## src/rtl/fetch_unit.sv

```systemverilog
// Instruction Fetch stage: owns the PC, runs the imem request handshake and
// holds the IF/OF pipeline register, with stall, hold and branch-flush handling.
module fetch_unit #(
    parameter logic [31:0] RESET_PC = 32'h0000_0000,
    parameter int unsigned PC_STEP  = 4
) (
    input  logic        clk,
    input  logic        rst_n,
    input  logic        isBranchTaken,
    input  logic [31:0] branchPC,
    input  logic        stall,
    output logic        imem_req,
    output logic [31:0] imem_addr,
    input  logic        imem_ready,
    input  logic [31:0] imem_rdata,
    output logic        if_valid,
    output logic [31:0] if_pc,
    output logic [31:0] if_instr
);

    typedef enum logic [1:0] {
        S_RESET = 2'd0,
        S_REQ   = 2'd1,
        S_HOLD  = 2'd2
    } state_e;

    state_e      state_q, state_d;
    logic [31:0] pc_q, pc_d;
    logic        squash_q, squash_d;
    logic [31:0] redirect_q, redirect_d;
    logic        if_valid_q, if_valid_d;
    logic [31:0] if_pc_q, if_pc_d;
    logic [31:0] if_instr_q, if_instr_d;
    logic [31:0] hold_q, hold_d;
    logic [31:0] hold_pc_q, hold_pc_d;

    logic [31:0] pc_next;

    assign pc_next   = pc_q + 32'(PC_STEP);
    assign imem_req  = (state_q == S_REQ);
    assign imem_addr = pc_q;
    assign if_valid  = if_valid_q;
    assign if_pc     = if_pc_q;
    assign if_instr  = if_instr_q;

    always_comb begin
        state_d    = state_q;
        pc_d       = pc_q;
        squash_d   = squash_q;
        redirect_d = redirect_q;
        if_valid_d = stall ? if_valid_q : 1'b0;
        if_pc_d    = if_pc_q;
        if_instr_d = if_instr_q;
        hold_d     = hold_q;
        hold_pc_d  = hold_pc_q;

        unique case (state_q)
            S_RESET: state_d = S_REQ;

            S_REQ: begin
                if (isBranchTaken) begin
                    if (imem_ready) begin
                        pc_d     = branchPC;
                        squash_d = 1'b0;
                    end else begin
                        // Keep the address stable; redirect once the stale response lands.
                        squash_d   = 1'b1;
                        redirect_d = branchPC;
                    end
                end else if (imem_ready) begin
                    if (squash_q) begin
                        pc_d     = redirect_q;
                        squash_d = 1'b0;
                    end else if (!if_valid_q || !stall) begin
                        if_instr_d = imem_rdata;
                        if_pc_d    = pc_q;
                        if_valid_d = 1'b1;
                        pc_d       = pc_next;
                    end else begin
                        hold_d    = imem_rdata;
                        hold_pc_d = pc_q;
                        pc_d      = pc_next;
                        state_d   = S_HOLD;
                    end
                end
            end

            S_HOLD: begin
                if (isBranchTaken) begin
                    pc_d    = branchPC;
                    state_d = S_REQ;
                end else if (!stall) begin
                    if_instr_d = hold_q;
                    if_pc_d    = hold_pc_q;
                    if_valid_d = 1'b1;
                    state_d    = S_REQ;
                end
            end

            default: state_d = S_RESET;
        endcase

        // Flush beats stall and any load computed above.
        if (isBranchTaken) if_valid_d = 1'b0;
    end

    always_ff @(posedge clk or negedge rst_n) begin
        if (!rst_n) begin
            state_q    <= S_RESET;
            pc_q       <= RESET_PC;
            squash_q   <= 1'b0;
            redirect_q <= 32'h0;
            if_valid_q <= 1'b0;
            if_pc_q    <= 32'h0;
            if_instr_q <= 32'h0;
            hold_q     <= 32'h0;
            hold_pc_q  <= 32'h0;
        end else begin
            state_q    <= state_d;
            pc_q       <= pc_d;
            squash_q   <= squash_d;
            redirect_q <= redirect_d;
            if_valid_q <= if_valid_d;
            if_pc_q    <= if_pc_d;
            if_instr_q <= if_instr_d;
            hold_q     <= hold_d;
            hold_pc_q  <= hold_pc_d;
        end
    end

endmodule

```

## config.mk

```make
export PLATFORM = sky130hd
export DESIGN_NAME = fetch_unit
export DESIGN_NICKNAME = d
export VERILOG_FILES = /design/src/rtl/fetch_unit.sv
export SDC_FILE = /design/constraint.sdc
export NUM_CORES = 1
export LEC_CHECK = 0
export CAP_MARGIN = 20
export CORE_AREA = 4 4 131 133
export CTS_CLUSTER_SIZE = 14
export DETAILED_ROUTE_END_ITERATION = 8
export DIE_AREA = 0 0 135 137
export DONT_BUFFER_PORTS = 1
export PLACE_DENSITY = 0.73
export SYNTH_ARGS = -nofsm -noshare
export SYNTH_HDL_FRONTEND = slang
export SYNTH_SLANG_ARGS = --single-unit
```

## constraint.sdc

```tcl
create_clock -name clk -period 3.53 [get_ports clk]
set_input_delay 0.8825 -clock clk [delete_from_list [all_inputs] [get_ports clk]]
set_output_delay 0.8825 -clock clk [all_outputs]
set_load 0.05 [all_outputs]
```

# Word-level counts from Yosys, hierarchy flattened
# Cells that the tools add are included.
# Widths: inputs -> output; s select.
[totals]
reg_bits = 196
latch_bits = 0
ram_bits = 0
mem_bits_ro = 0
inputBits = 69
elab_cells = 74
n_memories = 0
[op_classes]
n_addsub = 1
multipliers = 0
n_div = 0
n_lt_le_gt_ge = 0
eq_ne = 11
shift = 0
mux = 37
bitwise = 4
n_reduce_logical = 12
[ops]
columns = ["cell", "n"]
rows = [
  ["$mux 32", 17],
  ["$pmux 32 s2", 3],
  ["$add 32x3->32 const B", 1],
  ["$mux 2", 6],
  ["$ne 2x2->1 const B", 6],
  ["$reduce_and 5->1", 2],
  ["$mux 1", 9],
  ["$reduce_and 7->1", 1],
  ["$pmux 2 s3", 1],
  ["$reduce_and 3->1", 2],
  ["$ne 2x1->1 const B", 2],
  ["$not 1->1", 4],
  ["$reduce_bool 2->1", 2],
  ["$ne 3x3->1 const B", 1],
  ["$eq 2x1->1 const B", 1],
  ["$eq 2x2->1 const B", 1],
  ["$logic_not 1->1", 2],
  ["$logic_not 2->1", 1],
  ["$pmux 1 s2", 1],
  ["$reduce_and 2->1", 1],
  ["$logic_or 1x1->1", 1],
]

# Logic depth before layout (Yosys ltp)
[depth]
depth_word = 7
depth_mapped = 10
ltp_nobuf = 7

# Worst setup path after synthesis
# No wires, ideal clock.
[synth_timing]
path_type = "flip-flop to flip-flop"
start = "reg pc_q[8] (netlist: imem_addr[8])"
end = "reg pc_q[27] (netlist: imem_addr[27])"
setup_time_ps = 128
arrival_time_ps = 2483
t_required_ps = 3402
path_slack_ps = 920
stages_incl_launch_ff = 9
synth_period_minus_slack_ps = 2610
cell_sequence = "dfrtp_1 > buf_2 > nand4_2 > buf_6 > or4_4 > buf_6 > or4_1 > a21oi_1 > o21ai_1"
[synth_via]
elab_chain_cells = 5
[synth_lines]
columns = ["item", "line_no", "text"]
rows = [
  ["start: declaration", "28", "logic [31:0] pc_q, pc_d;"],
  ["start signal: assignment", "120", "pc_q <= pc_d;"],
  ["$add 32x3->32", "39", "assign pc_next = pc_q + 32'(PC_STEP);"],
  ["$mux 32", "71", "if (squash_q) begin"],
  ["$mux 32", "70", "end else if (imem_ready) begin"],
  ["$mux 32", "61", "if (isBranchTaken) begin"],
  ["$pmux 32 s2", "57", "unique case (state_q)"],
]
# Every way passes these cells. The select of a mux whose other input is x is not followed.
# A chain may end at the register's enable or synchronous reset.

# Worst setup path after layout
[layout_timing]
start = "reg state_q[0]"
end = "reg if_pc_q[16] (netlist: if_pc[16])"
[layout_via]
elab_chain_cells = 3
word_cells_on_any_way = 11
cone_classes = "eq/ne (8); mux (1); reduce/logical (2)"
[layout_lines]
columns = ["item", "line_no", "text"]
rows = [
  ["start: declaration", "27", "state_e state_q, state_d;"],
  ["start signal: assignment", "119", "state_q <= state_d;"],
  ["$eq 2x1->1 / $eq 2x2->1 (equally long branches)", "57", ""],
  ["$ne 2x1->1 (no line), or another cell as far along", "--", ""],
  ["$reduce_and 7->1 (no line)", "--", ""],
  ["end signal: assignment", "124", "if_pc_q <= if_pc_d;"],
  ["end: declaration", "32", "logic [31:0] if_pc_q, if_pc_d;"],
]
# Several ways; a longest one is shown, not always the timed one.

==> flow_metrics.tcl <==
set metrics [dict create \
    outcome "complete, no violations" \
    setup_violations 0 \
    fin_nets 887 \
    synth.most_common_cell "dfrtp_1" \
    port_buffers 0 \
    vias_per_cell 6.263 \
    synthFlopType "dfrtp_1" \
    fmax_ghz 0.3509 \
    grt_overflow_total 0 \
    dp_worst_setup_slack_ps 694.0 \
    num_vias 6526 \
    p_per_area_nw_per_um2 1047 \
    p_sw_share_pct 46.42 \
    dp_hpwl_um 14810 \
    yosysTopAreaCell "dfrtp_1" \
    drt_iter0_drc 499 \
    clock-sinks 196 \
    final_util_pct 63.67 \
    finalSetupTns_ps 0 \
    rows 46 \
    switchingPower_mw 4.896 \
    antenna_found_initial 0 \
    yosys_warnings 0 \
    rsz0062_at_grt "false" \
    core-area_um2 15830 \
    post_cts_resized 0 \
    antenna_left 0 \
    diodes 0 \
    cap_violations 0 \
    die_w_um 135 \
    grtUsageTotal_pct 24.47 \
    netlist_area_um2 9206 \
    setup_ws_ps 679.9 \
    grt_pass1_vias 6783 \
    cts_tree "done" \
    combPwrFrac_pct 25.3 \
    clockBufferDepth 2 \
    cp-start-kind "register" \
    syn_inst 835 \
    p_seq_share_pct 54.6 \
    fp.dieArea_um2 18500 \
    post-route-min-period_ps 2850 \
    clock_power_share_pct 20.0 \
    synth_seq_cells 196 \
    synth_nets 908 \
    synth_common_cells "dfrtp_1 (196), mux2_2 (97), a21oi_1 (88), nor2_1 (84), mux2i_1 (75)" \
    syn_area_per_cell_um2 11.03 \
    routed_wl_um 22130 \
    initial_core_util_pct 58.17 \
    drive_gt1_share_pct 19.73 \
    ys_seq_area_share_pct 53.28 \
    path_max_fanout 128 \
    internal-power_mw 5.650 \
    ys_types 55 \
    post-route-drc-count 0 \
    die_h_um 137 \
    leakage_nw 4.208 \
    clock-skew-final_ps 6.050 \
    cts-buffers-inserted 17 \
    async_reset_ff_share_pct 100.0 \
    synth_top_area_share_pct 53.28 \
    synth.area.top_cells "dfrtp_1 (53%), mux2_2 (12%), mux2i_1 (8.2%), a21oi_1 (4.8%), nor2_1 (3.4%)" \
    synth-edff-count 0 \
    h-tree-depth 4 \
    boundaryPins 167 \
    crit_required_ps 3880 \
    clk_latency_ps 430 \
    syn_to_final_growth_pct 9.459 \
    path_clk_slew_ps 70 \
    grt_pass1_wl_um 35690 \
    drt-pass1-iter-count 7 \
    slew_headroom_pct 49.40 \
    cts_hold_buffers 0 \
    hold_path.class "in -> async" \
    fin_crit_sh_pct 80.74 \
    root_buffer "clkbuf_16" \
    drv_slew 0 \
    grt_max_degree 197 \
    gp_congestion 0.9218 \
    drt-wirelength-per-cell_um 21.23 \
    fillers 1239 \
    hold_violations 0 \
    post_cts_buffers 0 \
    worstMarginPinSlew_ps 759.1 \
    end_kind "register" \
    crit_type "reg -> reg" \
    cp.arrival_ps 3200 \
    ir_drop_mv 0.6452 \
]
power by group through the flow:
stage	clock, mW	sequential (mW)	combinational (mW)
floorplan	0	5.74	1.90
global placement	0	5.74	2.51
detailed placement	0	5.81	2.66
CTS	2.15	5.77	2.67
global route	2.24	5.91	2.98
finish	2.11	5.76	2.67
stage by stage:
stage | area [um^2] | hold slack [ps] | total power [mW] | cells
final | 10080 | 143.5 | 10.55 | 1042
after global routing | 10080 | 126.0 | 11.12 | 1042
after detailed placement | 9425 | 493.0 | 8.465 | 1010
after CTS | 10070 | 135.2 | 10.59 | 1041
after floorplan | 9206 | 470.1 | 7.643 | 835
after global placement | 9425 | 479.0 | 8.247 | 1010
path summary, 6_finish.rpt:
check	startpoint	to	slack, ps	cells after the start
worst max-delay path	state_q[0]	if_pc[16]	680	8
worst min-delay path	rst_n	if_pc[21]	140	0
worst max register to register	state_q[0]	if_pc[16]	680	8
worst min register to register	hold_q[3]	hold_q[3]	510	1
max in group asynchronous	rst_n	imem_addr[26]	2950	0
min in group clk	hold_q[3]	hold_q[3]	510	1
cells in the final DEF, fill, tap and decap left out, types with 3 or more instances in the layout:
master / synthesis / layout
o22ai_1: 3 / 3
a31oi_1: 6 / 6
o221ai_1: 3 / 3
a21oi_1: 88 / 87
mux2i_1: 75 / 75
nor2_1: 84 / 84
o21ai_0: 40 / 40
mux2_2: 97 / 97
nand3_1: 19 / 19
o211ai_1: 4 / 4
nand4_1: 7 / 7
and4_1: 3 / 3
xor2_1: 8 / 8
nand2_1: 36 / 36
nor3_1: 9 / 8
ha_1: 4 / 3
a32oi_1: 12 / 12
nor4_1: 5 / 5
or4_1: 3 / 3
inv_1: 11 / 11
clkbuf_16: 0 / 17
bufinv_16: 0 / 5
xnor2_1: 10 / 10
dfrtp_1: 196 / 196
o31ai_1: 3 / 3
and3_1: 6 / 6
buf_4: 1 / 25
final cells by class:
class	count	area [um^2]	area share (%)
tap	216	270.3	2.682
clock inverter	12	201.4	1.999
timing repair buffer	26	207.7	2.061
clock buffer	19	442.9	4.395
inverter	12	45.04	0.4470
multi-input combinational	561	4005	39.74
sequential	196	4905	48.67
worst max-delay path, cell delays in order (launching register included):
cell and delay (ps):
dfrtp_1 380, inv_1 140, ha_4 360, buf_4 640, nand3_1 250, a21oi_4 230
buf_12 400, nor2_1 90, a21oi_1 150
per-layer routing:
metal | routed length [um] | vias to the layer above | track usage [%] | share of wire [%]
met2 | 10970 | 277 | 40.55 | 50
met1 | 8736 | 3271 | 30.50 | 39
met4 | 444 | 0 | 7.839 | 2.0
met3 | 1977 | 35 | 8.272 | 8.9
li1 | - | 2943 | - | -
met5 | 0 | - | 0 | 0
cells by family (layout without fill, tap and decap cells):
family | Yosys count | in the layout | synth area share, %
buf+inv | 78 | 69 | 3.534
mux | 172 | 172 | 20.02
compound gates | 181 | 181 | 11.57
simple gates | 186 | 186 | 9.350
xor+xnor | 18 | 18 | 1.712
flops | 196 | 196 | 53.28
fa+ha+maj | 4 | 4 | 0.5436
flip-flops by register name, summed over array words and instances, names as in the netlist:
| signal | cells |
|---|---|
| hold_q | 32 |
| if_pc | 32 |
| hold_pc_q | 32 |
| imem_addr | 32 |
| squash_q | 1 |
| redirect_q | 32 |
| if_instr | 32 |
| state_q | 2 |
| if_valid | 1 |
Note: power is estimated with default switching activity, not from simulation.
